## src/rtl/fetch_ctrl_pkg.sv

```systemverilog
// ---------------------------------------------------------------------------
// fetch_ctrl_pkg
// Shared types and constants for the instruction fetch controller.
//   inst_t / addr_t   : 32-bit instruction word and instruction address
//   VALID / INVALID   : push strobe levels toward the instruction buffer
//   ZERO_WORD         : reset / idle value of data and address outputs
//   fetch_state_e     : fetch sequencer states (2-bit encoding)
// ---------------------------------------------------------------------------
package fetch_ctrl_pkg;

    typedef logic [31:0] inst_t;
    typedef logic [31:0] addr_t;

    localparam logic  VALID     = 1'b1;
    localparam logic  INVALID   = 1'b0;
    localparam inst_t ZERO_WORD = 32'h0000_0000;

    typedef enum logic [1:0] {
        FETCH_REQ     = 2'd0,  // free to issue a request at pc
        FETCH_WAIT    = 2'd1,  // one request in flight, response will be used
        FETCH_DISCARD = 2'd2   // one request in flight, response is stale
    } fetch_state_e;

endpackage

```

## src/rtl/fetch_pc_next.sv

```systemverilog
// ---------------------------------------------------------------------------
// fetch_pc_next
// Combinational next-PC selection for the fetch sequencer.
//   req_pc       in  : address of the request whose response is arriving
//   flush        in  : pipeline flush (wins over branch redirect)
//   flush_pc     in  : flush target
//   br_redirect  in  : branch mispredict redirect
//   br_target    in  : branch redirect target
//   redirect     out : either redirect source is active
//   redirect_pc  out : selected redirect target, used unmodified
//   dual         out : response at req_pc carries two usable instructions
//   seq_pc       out : sequential fetch address after the response
// Build option FETCH_DUAL_EN: when defined, an even-word req_pc yields a dual
// response; otherwise every response carries a single instruction.
// ---------------------------------------------------------------------------
module fetch_pc_next
    import fetch_ctrl_pkg::*;
(
    input  logic [31:0] req_pc,
    input  logic        flush,
    input  logic [31:0] flush_pc,
    input  logic        br_redirect,
    input  logic [31:0] br_target,
    output logic        redirect,
    output logic [31:0] redirect_pc,
    output logic        dual,
    output logic [31:0] seq_pc
);

    assign redirect    = flush | br_redirect;
    assign redirect_pc = flush ? flush_pc : br_target;

`ifdef FETCH_DUAL_EN
    // An odd-word PC only gets one instruction, which realigns the next fetch.
    assign dual = ~req_pc[2];
`else
    assign dual = 1'b0;
`endif

    // 32-bit wrapping add; no alignment fix-up of any kind.
    assign seq_pc = req_pc + (dual ? 32'd8 : 32'd4);

endmodule

```

## src/rtl/fetch_ctrl.sv

```systemverilog
// ---------------------------------------------------------------------------
// fetch_ctrl
// Sequences instruction fetch: owns the fetch PC, keeps at most one ICache
// request in flight, drops responses made stale by a flush or branch
// redirect, and pushes one or two instructions per response into the
// instruction buffer. New requests are held off while the buffer is full.
//
// Parameters
//   RESET_PC            fetch address loaded on reset
// Ports
//   clk, rst            clock, synchronous active-high reset
//   flush, flush_pc     pipeline flush and its target (highest priority)
//   br_redirect_i, br_target_i   branch mispredict redirect and target
//   buffer_full_i       instruction buffer full; gates new requests only
//   icache_req_o, icache_addr_o  request valid and fetch address
//   icache_addr_ok_i    request accepted this cycle
//   icache_data_ok_i    response valid this cycle
//   icache_rdata1_i/2_i instructions at req_pc and req_pc+4
//   inst1_o/inst2_o, inst1_addr_o/inst2_addr_o, inst1_valid_o/inst2_valid_o
//                       registered pushes into the instruction buffer
// Build option FETCH_DUAL_EN: enables two-instruction pushes for aligned
// pairs; when undefined inst2_valid_o stays 0 and icache_rdata2_i is unused.
// ---------------------------------------------------------------------------
module fetch_ctrl
    import fetch_ctrl_pkg::*;
#(
    parameter logic [31:0] RESET_PC = 32'hBFC0_0000
) (
    input  logic        clk,
    input  logic        rst,
    input  logic        flush,
    input  logic [31:0] flush_pc,
    input  logic        br_redirect_i,
    input  logic [31:0] br_target_i,
    input  logic        buffer_full_i,
    output logic        icache_req_o,
    output logic [31:0] icache_addr_o,
    input  logic        icache_addr_ok_i,
    input  logic        icache_data_ok_i,
    input  logic [31:0] icache_rdata1_i,
    input  logic [31:0] icache_rdata2_i,
    output logic [31:0] inst1_o,
    output logic [31:0] inst2_o,
    output logic [31:0] inst1_addr_o,
    output logic [31:0] inst2_addr_o,
    output logic        inst1_valid_o,
    output logic        inst2_valid_o
);

    fetch_state_e state;
    addr_t        pc;
    addr_t        req_pc;

    logic         redirect;
    addr_t        redirect_pc;
    logic         dual;
    addr_t        seq_pc;

    fetch_pc_next u_pc_next (
        .req_pc      (req_pc),
        .flush       (flush),
        .flush_pc    (flush_pc),
        .br_redirect (br_redirect_i),
        .br_target   (br_target_i),
        .redirect    (redirect),
        .redirect_pc (redirect_pc),
        .dual        (dual),
        .seq_pc      (seq_pc)
    );

`ifndef FETCH_DUAL_EN
    logic unused_rdata2;
    assign unused_rdata2 = ^icache_rdata2_i;
`endif

    // A redirect cycle never issues a request: the address would already be stale.
    assign icache_req_o  = ~rst & (state == FETCH_REQ) & ~buffer_full_i & ~redirect;
    assign icache_addr_o = pc;

    // NOTE: all state and output registers use non-blocking assignments so every
    // branch below reads the pre-edge values of pc, req_pc and state.
    always_ff @(posedge clk) begin
        if (rst) begin
            // NOTE: the buffer-facing data/address registers are reset too, not just
            // the strobes, so the outputs are deterministic straight out of reset.
            state         <= FETCH_REQ;
            pc            <= RESET_PC;
            req_pc        <= RESET_PC;
            inst1_o       <= ZERO_WORD;
            inst2_o       <= ZERO_WORD;
            inst1_addr_o  <= ZERO_WORD;
            inst2_addr_o  <= ZERO_WORD;
            inst1_valid_o <= INVALID;
            inst2_valid_o <= INVALID;
        end else begin
            // Push strobes are single-cycle pulses.
            inst1_valid_o <= INVALID;
            inst2_valid_o <= INVALID;

            case (state)
                FETCH_REQ: begin
                    // data_ok here belongs to no request of ours and is ignored.
                    if (redirect) begin
                        pc <= redirect_pc;
                    end else if (icache_req_o && icache_addr_ok_i) begin
                        req_pc <= pc;
                        state  <= FETCH_WAIT;
                    end
                end

                FETCH_WAIT: begin
                    if (redirect) begin
                        // A response arriving in the redirect cycle is already stale.
                        pc    <= redirect_pc;
                        state <= icache_data_ok_i ? FETCH_REQ : FETCH_DISCARD;
                    end else if (icache_data_ok_i) begin
                        // Pushed regardless of buffer_full_i; the buffer keeps slack.
                        inst1_o       <= icache_rdata1_i;
                        inst1_addr_o  <= req_pc;
                        inst1_valid_o <= VALID;
                        inst2_addr_o  <= req_pc + 32'd4;
                        inst2_valid_o <= dual;
`ifdef FETCH_DUAL_EN
                        inst2_o       <= icache_rdata2_i;
`else
                        inst2_o       <= ZERO_WORD;
`endif
                        pc            <= seq_pc;
                        state         <= FETCH_REQ;
                    end
                end

                FETCH_DISCARD: begin
                    if (redirect) begin
                        pc <= redirect_pc;
                    end
                    if (icache_data_ok_i) begin
                        state <= FETCH_REQ;
                    end
                end

                default: state <= FETCH_REQ;
            endcase
        end
    end

endmodule

```

## config.mk

```make
export PLATFORM = sky130hd
export DESIGN_NAME = fetch_ctrl
export DESIGN_NICKNAME = d
export VERILOG_FILES = /design/src/rtl/fetch_ctrl_pkg.sv /design/src/rtl/fetch_pc_next.sv /design/src/rtl/fetch_ctrl.sv
export SDC_FILE = /design/constraint.sdc
export NUM_CORES = 1
export LEC_CHECK = 0
export BUFFER_PORTS_ARGS = -buffer_cell sky130_fd_sc_hd__buf_2
export CELL_PAD_IN_SITES_DETAIL_PLACEMENT = 1
export CELL_PAD_IN_SITES_GLOBAL_PLACEMENT = 2
export CORE_MARGIN = 4
export CORE_UTILIZATION = 29
export CTS_BUF_LIST = sky130_fd_sc_hd__clkbuf_8
export CTS_CLUSTER_DIAMETER = 200
export DETAILED_ROUTE_END_ITERATION = 10
export MAX_ROUTING_LAYER = met4
export PLACE_DENSITY_LB_ADDON = 0.1
export REMOVE_ABC_BUFFERS = 1
export SYNTH_ARGS = -nofsm -noshare
export SYNTH_HDL_FRONTEND = slang
export SYNTH_SLANG_ARGS = --single-unit
```

## constraint.sdc

```tcl
create_clock -name clk -period 5.8 [get_ports clk]
set_input_delay 0.87 -clock clk [delete_from_list [all_inputs] [get_ports clk]]
set_output_delay 0.87 -clock clk [all_outputs]
set_load 0.02 [all_outputs]
```

---- After elaboration in Yosys (flattened, before gate mapping) ----
Index checks and enable logic that the tools add are counted.
storage, ports and cells
  bits in registers ....................... 163
  input port bits ......................... 135
  output and inout port bits .............. 163
  word-level logic and storage cells ...... 43
cells by class
  $add $sub $neg .......................... 1
  eq/ne operators ......................... 6
  muxes and demuxes ....................... 12
  bitwise logic cells ..................... 8
  reduce and logical (&&, ||, !) cells .... 9
operator list
  kind                                                                      number
  32-bit 2-to-1 mux                                                         4
  32-bit case mux with 2 select lines                                       1
  32-bit by 3-bit adder with 32-bit output (second input constant)          1
  2-bit 2-to-1 mux                                                          5
  3-bit AND reduction                                                       3
  2-bit case mux with 3 select lines                                        1
  2-bit by 1-bit inequality test with 1-bit output (second input constant)  2
  1-bit NOT                                                                 4
  1-bit AND                                                                 3
  3-bit inequality test (second input constant)                             1
  3-bit OR reduction                                                        1
  2-bit by 1-bit equality test with 1-bit output (second input constant)    1
  2-bit equality test (second input constant)                               1
  2-bit zero test                                                           1
  2-bit inequality test (second input constant)                             1
  2-bit AND reduction                                                       1
  2-bit nonzero test                                                        1
  2-bit OR reduction                                                        1
  1-bit logical AND                                                         1
  1-bit 2-to-1 mux                                                          1
  1-bit bitwise OR                                                          1

---- Logic depth before layout (Yosys ltp) ----
Gate-level depths: netlist of the first run.
  depth in word-level cells ............... 8
  depth in mapped cells ................... 7
  mapped depth without buffers ............ 6

---- By module ----
A second synthesis of the first run with hierarchy kept.
second synthesis, totals
  cell total of the unflattened synthesis .. 908
  area, all modules ....................... 7719.9 um^2
modules (own cells, without submodules)
  module         times used  cells an instance  area each (um^2)  sequential area each (um^2)
  fetch_ctrl     1           790                6770.2            3243.1
  fetch_pc_next  1           118                949.7             0.0

---- Least setup slack after synthesis of the first run ----
Ideal clock, no wire load.
  path type ............................... input-to-output
  from .................................... in br_redirect_i
  to ...................................... out icache_req_o
  arrival ................................. 1697 ps
  data required time ...................... 4930 ps
  path slack .............................. 3233 ps
  stages on the path ...................... 2
  path buffers ............................ 0
  path through ............................ or3_1 -> nor4_2
on the way
  word-level cells in the longest chain between the ends .. 3
RTL lines
  what                        line                 text
  start: declaration          fetch_ctrl.sv:33     input logic br_redirect_i,
  1-bit bitwise OR            fetch_pc_next.sv:30  assign redirect = flush | br_redirect;
  1-bit NOT (no source line)  -
  1-bit AND                   fetch_ctrl.sv:77     assign icache_req_o = ~rst & (state == FETCH_REQ) & ~buffer_full_i & ~redirect;
  end: declaration            fetch_ctrl.sv:36     output logic icache_req_o,
Every way passes these cells.

---- Final worst setup path of the first run ----
  from .................................... in br_redirect_i
  to ...................................... reg inst2_addr_o[31]
on the way
  word-level cells in the longest chain between the ends .. 3
RTL lines
  what                                  line                 text
  1-bit bitwise OR                      fetch_pc_next.sv:30
  1-bit NOT (no source line)            -
  3-bit AND reduction (no source line)  -
  end signal: assignment                fetch_ctrl.sv:121    inst2_addr_o <= req_pc + 32'd4;
  end: declaration                      fetch_ctrl.sv:45     output logic [31:0] inst2_addr_o,
Every way passes these cells.
A chain may end at the register's enable or synchronous reset.

==> metrics.md, run 1 <==
| Metric | Value |
|---|---|
| Status | complete, no violations |
| DR WL/cell | roughly 17 µm |
| Initial antenna violation count | 0 |
| Width of the chip | around 160 µm |
| Top-Level Pins | 298 |
| Worst setup EP type | register |
| Final setup fails | 0 |
| Via density | 4.70 |
| RSZ-0062 raised after global routing | false |
| Critical path, cell by cell | buf_2 > nor2_1 > nand2_1 > nor2_4 > buf_4 > nor2_1 > a211oi_2 |
| Share of cells above drive strength 1 | 0.280 |
| CP Data Required Time | 6.18 ns |
| Crit share post-route | 0.576 |
| Num rows | 57 |
| Worst skew pair latency | 0.46 ns |
| Pwr/cell area | 250 nW/µm² |
| Fillers | 3038 |
| Post-CTS Setup Bufs | 0 |
| Root buffer cell | clkbuf_8 |
| Placed insts | ~1400 |
| Post-synthesis sequential area ratio | 0.453 |
| Post-synth top area share | 0.453 |
| Storage cell area | 3220 µm² |
| Final setup margin | 2.46 ns |
| Count leader, synth | nand2_1 |
| Post-synth EDFFs | 0 |
| Netlist cell types | 55 |
| Slowest stage delay, CP | about 1.1 ns |
| Total power draw | ~2.2 mW |
| Initial Util | 0.293 |
| IO buf count | 232 |
| Setup tns final | 0 ns |
| Synth Cell Area | a little over 7000 µm² |
| Post-synthesis xor/xnor area fraction | 0.0259 |
| CP max-delay cell | nor2_4 |
| Synth Area in Simple Gates | 0.230 |
| Vias | around 6600 |
| Dominant cells by area after synthesis | dfxtp_1, nand2_1, a21oi_1 |
| Drt initial violations | 353 |
| Clock tree buffer depth | 2 |
| Max cap viols | 0 |
| Pre-CTS WS | 1.95 ns |
| Peak Freq | 300 MHz |
| Final Max Tran Viols | 0 |
| Detailed Routing Iterations Pass 1 | 4 |
| Chip height | 165 µm |
| Worst Hold Class | register to register |
| # clock sinks | 161 |
| Post-Synthesis Cells | 877 |
| Seq cells post-synth | 161 |
| Total grt overflow | 0 |
| Ys async rst share | 0 |
| Synth-to-Final Area Change | 23.0% |
| Final cell count without fillers | roughly 1400 |
| Crit path top cell by count | nor2_1 |
| Remaining antenna violation count | 0 |
| Vias in the first global route | 6607 |
| Reg clk slew, reported paths | approximately 0.090 ns |
| CTS resizes | 0 |
| Max-Slew Margin vs Limit | 0.262 |
| Complex-gate fraction of the synthesized area | 0.167 |
| Hpwl dp | 16200 µm |
| Leading area contributor after synthesis | dfxtp_1 |
| Peak supply drop | 0.0954 mV |
| WP data arrival | ~3.7 ns |
| Core Box Area | 24200 µm² |
| Reg2reg setup slack | 2.83 ns |
| Minimum clock period | 3.34 ns |
| Worst setup SP type | input port |
| Footprint of the multi-input gates | 3440 µm² |
| Post-route DRC | 0 |
| Hold buffers post-CTS | 0 |
| TritonCTS clock tree | done |
| H-tree depth | 4 |
| Final Net Count | 1207 |
| Worst Path Max Fanout | 36 |
| Post-synthesis adder-cell area fraction | 0.00176 |
| Pin slew with the least headroom to its limit | between 1 and 1.5 ns |
| Main combinational cell family by area after synthesis | simple AND/OR/NAND/NOR gates |
| Final GP Congestion | 0.711 |
| Final Skew | 0.0208 ns |
| Hold Vio Cnt, Final | 0 |
| Die footprint | 27100 µm² |
| CTS buffer count | 17 |
| Number of synthesis warnings | 0 |
| Mux cell area share after synthesis | 0.0403 |
| Leak | approximately 3.6 nW |
| Ant diodes | 0 |
| Main synth FF type | dfxtp_1 |
| Syn avg cell area | 8.11 µm² |
| Total Routing Usage GR | 0.179 |
| WL final | ~24000 µm |
| First-pass GRT wire length | about 37000 µm |
| Top cells by count, synth | nand2_1, dfxtp_1, a21oi_1, clkbuf_1, nor2_1 |
| Setup CP Type | input port to register |
| Largest net degree at the start of global routing | 61 |
| Hold_ws | about 0.46 ns |
==> worst paths after layout <==
check             depth (start not counted)                to            start
setup / recovery                          7  inst2_addr_o[31]    br_redirect_i
hold / removal                            2   inst1_addr_o[4]  inst1_addr_o[4]
setup reg to reg                          5  inst2_addr_o[31]         state[0]
hold reg to reg                           2   inst1_addr_o[4]  inst1_addr_o[4]
==> critical path, delay by kind of cell <==
kind	cells	cell delay [ns]
AO/OA/AOI/OAI	1	0.18
buffers and inverters	2	0.54
AND/OR/NAND/NOR	4	2.11
==> metal layers <==
metal | wire [µm] | up-vias | track usage
met3 | 1360 | 7 | 0.0414
li1 | - | 3309 | -
met2 | 11000 | 164 | 0.277
met4 | 135 | 0 | 0.0329
met5 | 0 | - | -
met1 | 11500 | 3135 | 0.243
==> cell type report <==
cell class	instances	share of cell area
timing repair buffer	247	0.146
sequential	161	0.369
clock inverter	14	0.0169
multi-input combinational	640	0.393
tap	324	0.0464
clock buffer	17	0.0268
inverter	4	0.00172
==> per-stage QoR <==
stage | utilization | instance area (µm²)
floorplan | - | 6660
global placement | 0.345 | 8360
detailed placement | 0.345 | 8360
CTS | 0.361 | 8740
global route | 0.361 | 8740
finish | 0.361 | 8740
==> report_power, final <==
part / switching, mW / total (mW) / internal [mW]
clock network: 0.478 / 0.830 / 0.352
logic: 0.130 / 0.206 / 0.0763
registers: 0.0192 / 1.15 / 1.13
==> sequential cells by signal, indices dropped and copies added, names as in the netlist <==
register / flops
inst1_valid_o: 1
inst2_addr_o: 30
icache_addr_o: 32
state: 2
req_pc: 32
inst1_addr_o: 32
inst1_o: 32
==> logic make-up (layout without fill, tap and decap cells) <==
family | after synthesis | after routing
AND/OR/NAND/NOR | 358 | 358
AO/OA/AOI/OAI | 199 | 199
flip-flops | 161 | 161
buffers and inverters | 108 | 282
multiplexers | 28 | 28
XOR/XNOR | 21 | 21
adder cells (fa/ha/maj) | 1 | 1
other | 1 | 33
==> cells in the final DEF, fill, tap and decap left out, types with 3 or more instances in the layout <==
cell	instances
nor2b_1	4
mux2i_1	23
o21ba_2	3
a211o_1	3
conb_1	33
nor2_1	41
and2_1	5
nand3_1	14
buf_2	231
a22oi_1	3
clkbuf_8	17
buf_4	15
nor4_1	6
and3_1	3
nor3_1	19
a21oi_1	131
nand3b_1	10
and4_1	6
xor2_1	5
nand4_1	11
o211ai_1	3
inv_6	6
a211oi_2	7
inv_1	4
a211oi_1	15
o21ai_0	12
o22ai_1	5
dfxtp_1	161
xnor2_1	16
nand2_1	222
mux2_2	5
Note: power is estimated with default switching activity, not from simulation.
==> inputs of run 2 (changes only) <==
--- a/config.mk
+++ b/config.mk
@@ -9,7 +9,7 @@
 export CELL_PAD_IN_SITES_DETAIL_PLACEMENT = 1
 export CELL_PAD_IN_SITES_GLOBAL_PLACEMENT = 2
 export CORE_MARGIN = 4
-export CORE_UTILIZATION = 29
+export CORE_UTILIZATION = 24
 export CTS_BUF_LIST = sky130_fd_sc_hd__clkbuf_8
 export CTS_CLUSTER_DIAMETER = 200
 export DETAILED_ROUTE_END_ITERATION = 10
==> constraint.sdc (replaced) <==
create_clock -name clk -period 2.9 [get_ports clk]
set_input_delay 0.435 -clock clk [delete_from_list [all_inputs] [get_ports clk]]
set_output_delay 0.435 -clock clk [all_outputs]
set_load 0.02 [all_outputs]
==> metrics.md, run 2 (synthesis gave the netlist of run 1 again) <==
| Metric | Value |
|---|---|
| Root buffer cell | clkbuf_8 |
| CTS buffer count | 17 |
| Worst setup EP type | register |
| Clock tree buffer depth | 2 |
| Hold Vio Cnt, Final | 0 |
| Placed insts | 1438 |
| Synth-to-Final Area Change | 24.8% |
| Max-Slew Margin vs Limit | 0.484 |
| Vias in the first global route | 6807 |
| Worst Hold Class | input port to register |
| Leak | 3.67 nW |
| Largest net degree at the start of global routing | 88 |
| Status | complete, no violations |
| WL final | between 20000 and 30000 µm |
| CP startpoint | req_pc[6] |
| Worst skew pair latency | 0.46 ns |
| Final setup fails | 0 |
| Core Util, Final | 0.307 |
| Reg clk slew, reported paths | 0.10 ns |
| Remaining antenna violation count | 0 |
| Top-Level Pins | 298 |
| Initial antenna violation count | 0 |
| Final GP Congestion | 0.696 |
| Peak Freq | 415 MHz |
| Initial Util | 0.246 |
| # clock sinks | between 150 and 200 |
| Hold buffers post-CTS | 0 |
| Final instance area | 8880 µm² |
| Total grt overflow | 0 |
| Commonest non-fill, non-tap cell in the layout | buf_2 |
| WP data arrival | 2.75 ns |
| Hpwl dp | 17800 µm |
| Total power draw | 4.38 mW |
| Commonest non-fill, non-tap cells in the layout | buf_2, nand2_1, dfxtp_1 |
| CTS resizes | 0 |
| Core Box Area | 28900 µm² |
| Final setup margin | 0.490 ns |
| Detailed Routing Iterations Pass 1 | 4 |
| Hold_ws | 0.199 ns |
| Drt initial violations | 238 |
| H-tree depth | 4 |
| Minimum clock period | 2.41 ns |
| Post-CTS Setup Bufs | 0 |
| Pre-CTS WS | 0.486 ns |
| Setup tns final | 0 ns |
| TritonCTS clock tree | done |
| Num rows | 62 |
| Pwr/cell area | 493 nW/µm² |
| Crit Reg-Reg Startpoint | req_pc[6] |
| Final Skew | 0.0173 ns |
| Via density | ~4.5 |
| Placed inst area | between 8000 and 9000 µm² |
| Pin slew with the least headroom to its limit | 0.774 ns |
| Setup CP Type | register to register |
| Hold path startpoint | icache_rdata1_i[9] |
| Die footprint | 32500 µm² |
| Worst setup SP type | register |
| Final cell count without fillers | about 1500 |
| DR WL/cell | 17.5 µm |
| CP Data Required Time | 3.24 ns |
| Share of cells above drive strength 1 | 0.282 |
| Width of the chip | 180 µm |
| Post-route DRC | 0 |
| Crit share post-route | 0.831 |
| Vias | 6628 |
| IO buf count | 232 |
| Max cap viols | 0 |
| RSZ-0062 raised after global routing | false |
| Chip height | 180 µm |
| Peak supply drop | 0.215 mV |
| Final Net Count | 1209 |
| First-pass GRT wire length | just over 40000 µm |
| Total Routing Usage GR | 0.161 |
| Worst Path Max Fanout | 14 |
| Final Max Tran Viols | 0 |
[run 2: cell type report]
class	instances	area, µm²
flip-flops and latches	161	3220
repair buffers	249	1330
fillers	3568	20100
clock buffers	18	248
clock inverters	14	131
inverters	4	15.0
well taps	384	480
multi-input cells	640	3440
diodes	1	2.50
[run 2: final timing paths]
| path | to | slack (ns) | cells after the start |
|---|---|---|---|
| setup / recovery | icache_addr_o[23] | 0.49 | 5 |
| hold / removal | inst1_o[9] | 0.20 | 3 |
| setup reg to reg | icache_addr_o[23] | 0.49 | 5 |
| hold reg to reg | inst1_addr_o[11] | 0.45 | 2 |
[run 2: where the power goes]
part,internal [mW],switching [mW]
clock,0.714,0.953
combinational,0.156,0.262
sequential,2.25,0.0386
total,3.12,1.25
[run 2: metal layers]
layer,GRT usage,part of all wire
met5,-,0
met1,0.207,0.47
met3,0.0331,0.047
met2,0.265,0.48
met4,0.0321,0.0084
[run 2: worst max-delay path: stages (launching register included)]
cell and delay (ns):
dfxtp_1 0.46, and4_1 0.53, nand3_4 0.31, o41ai_1 0.51, nand3_1 0.15, a221o_1 0.33
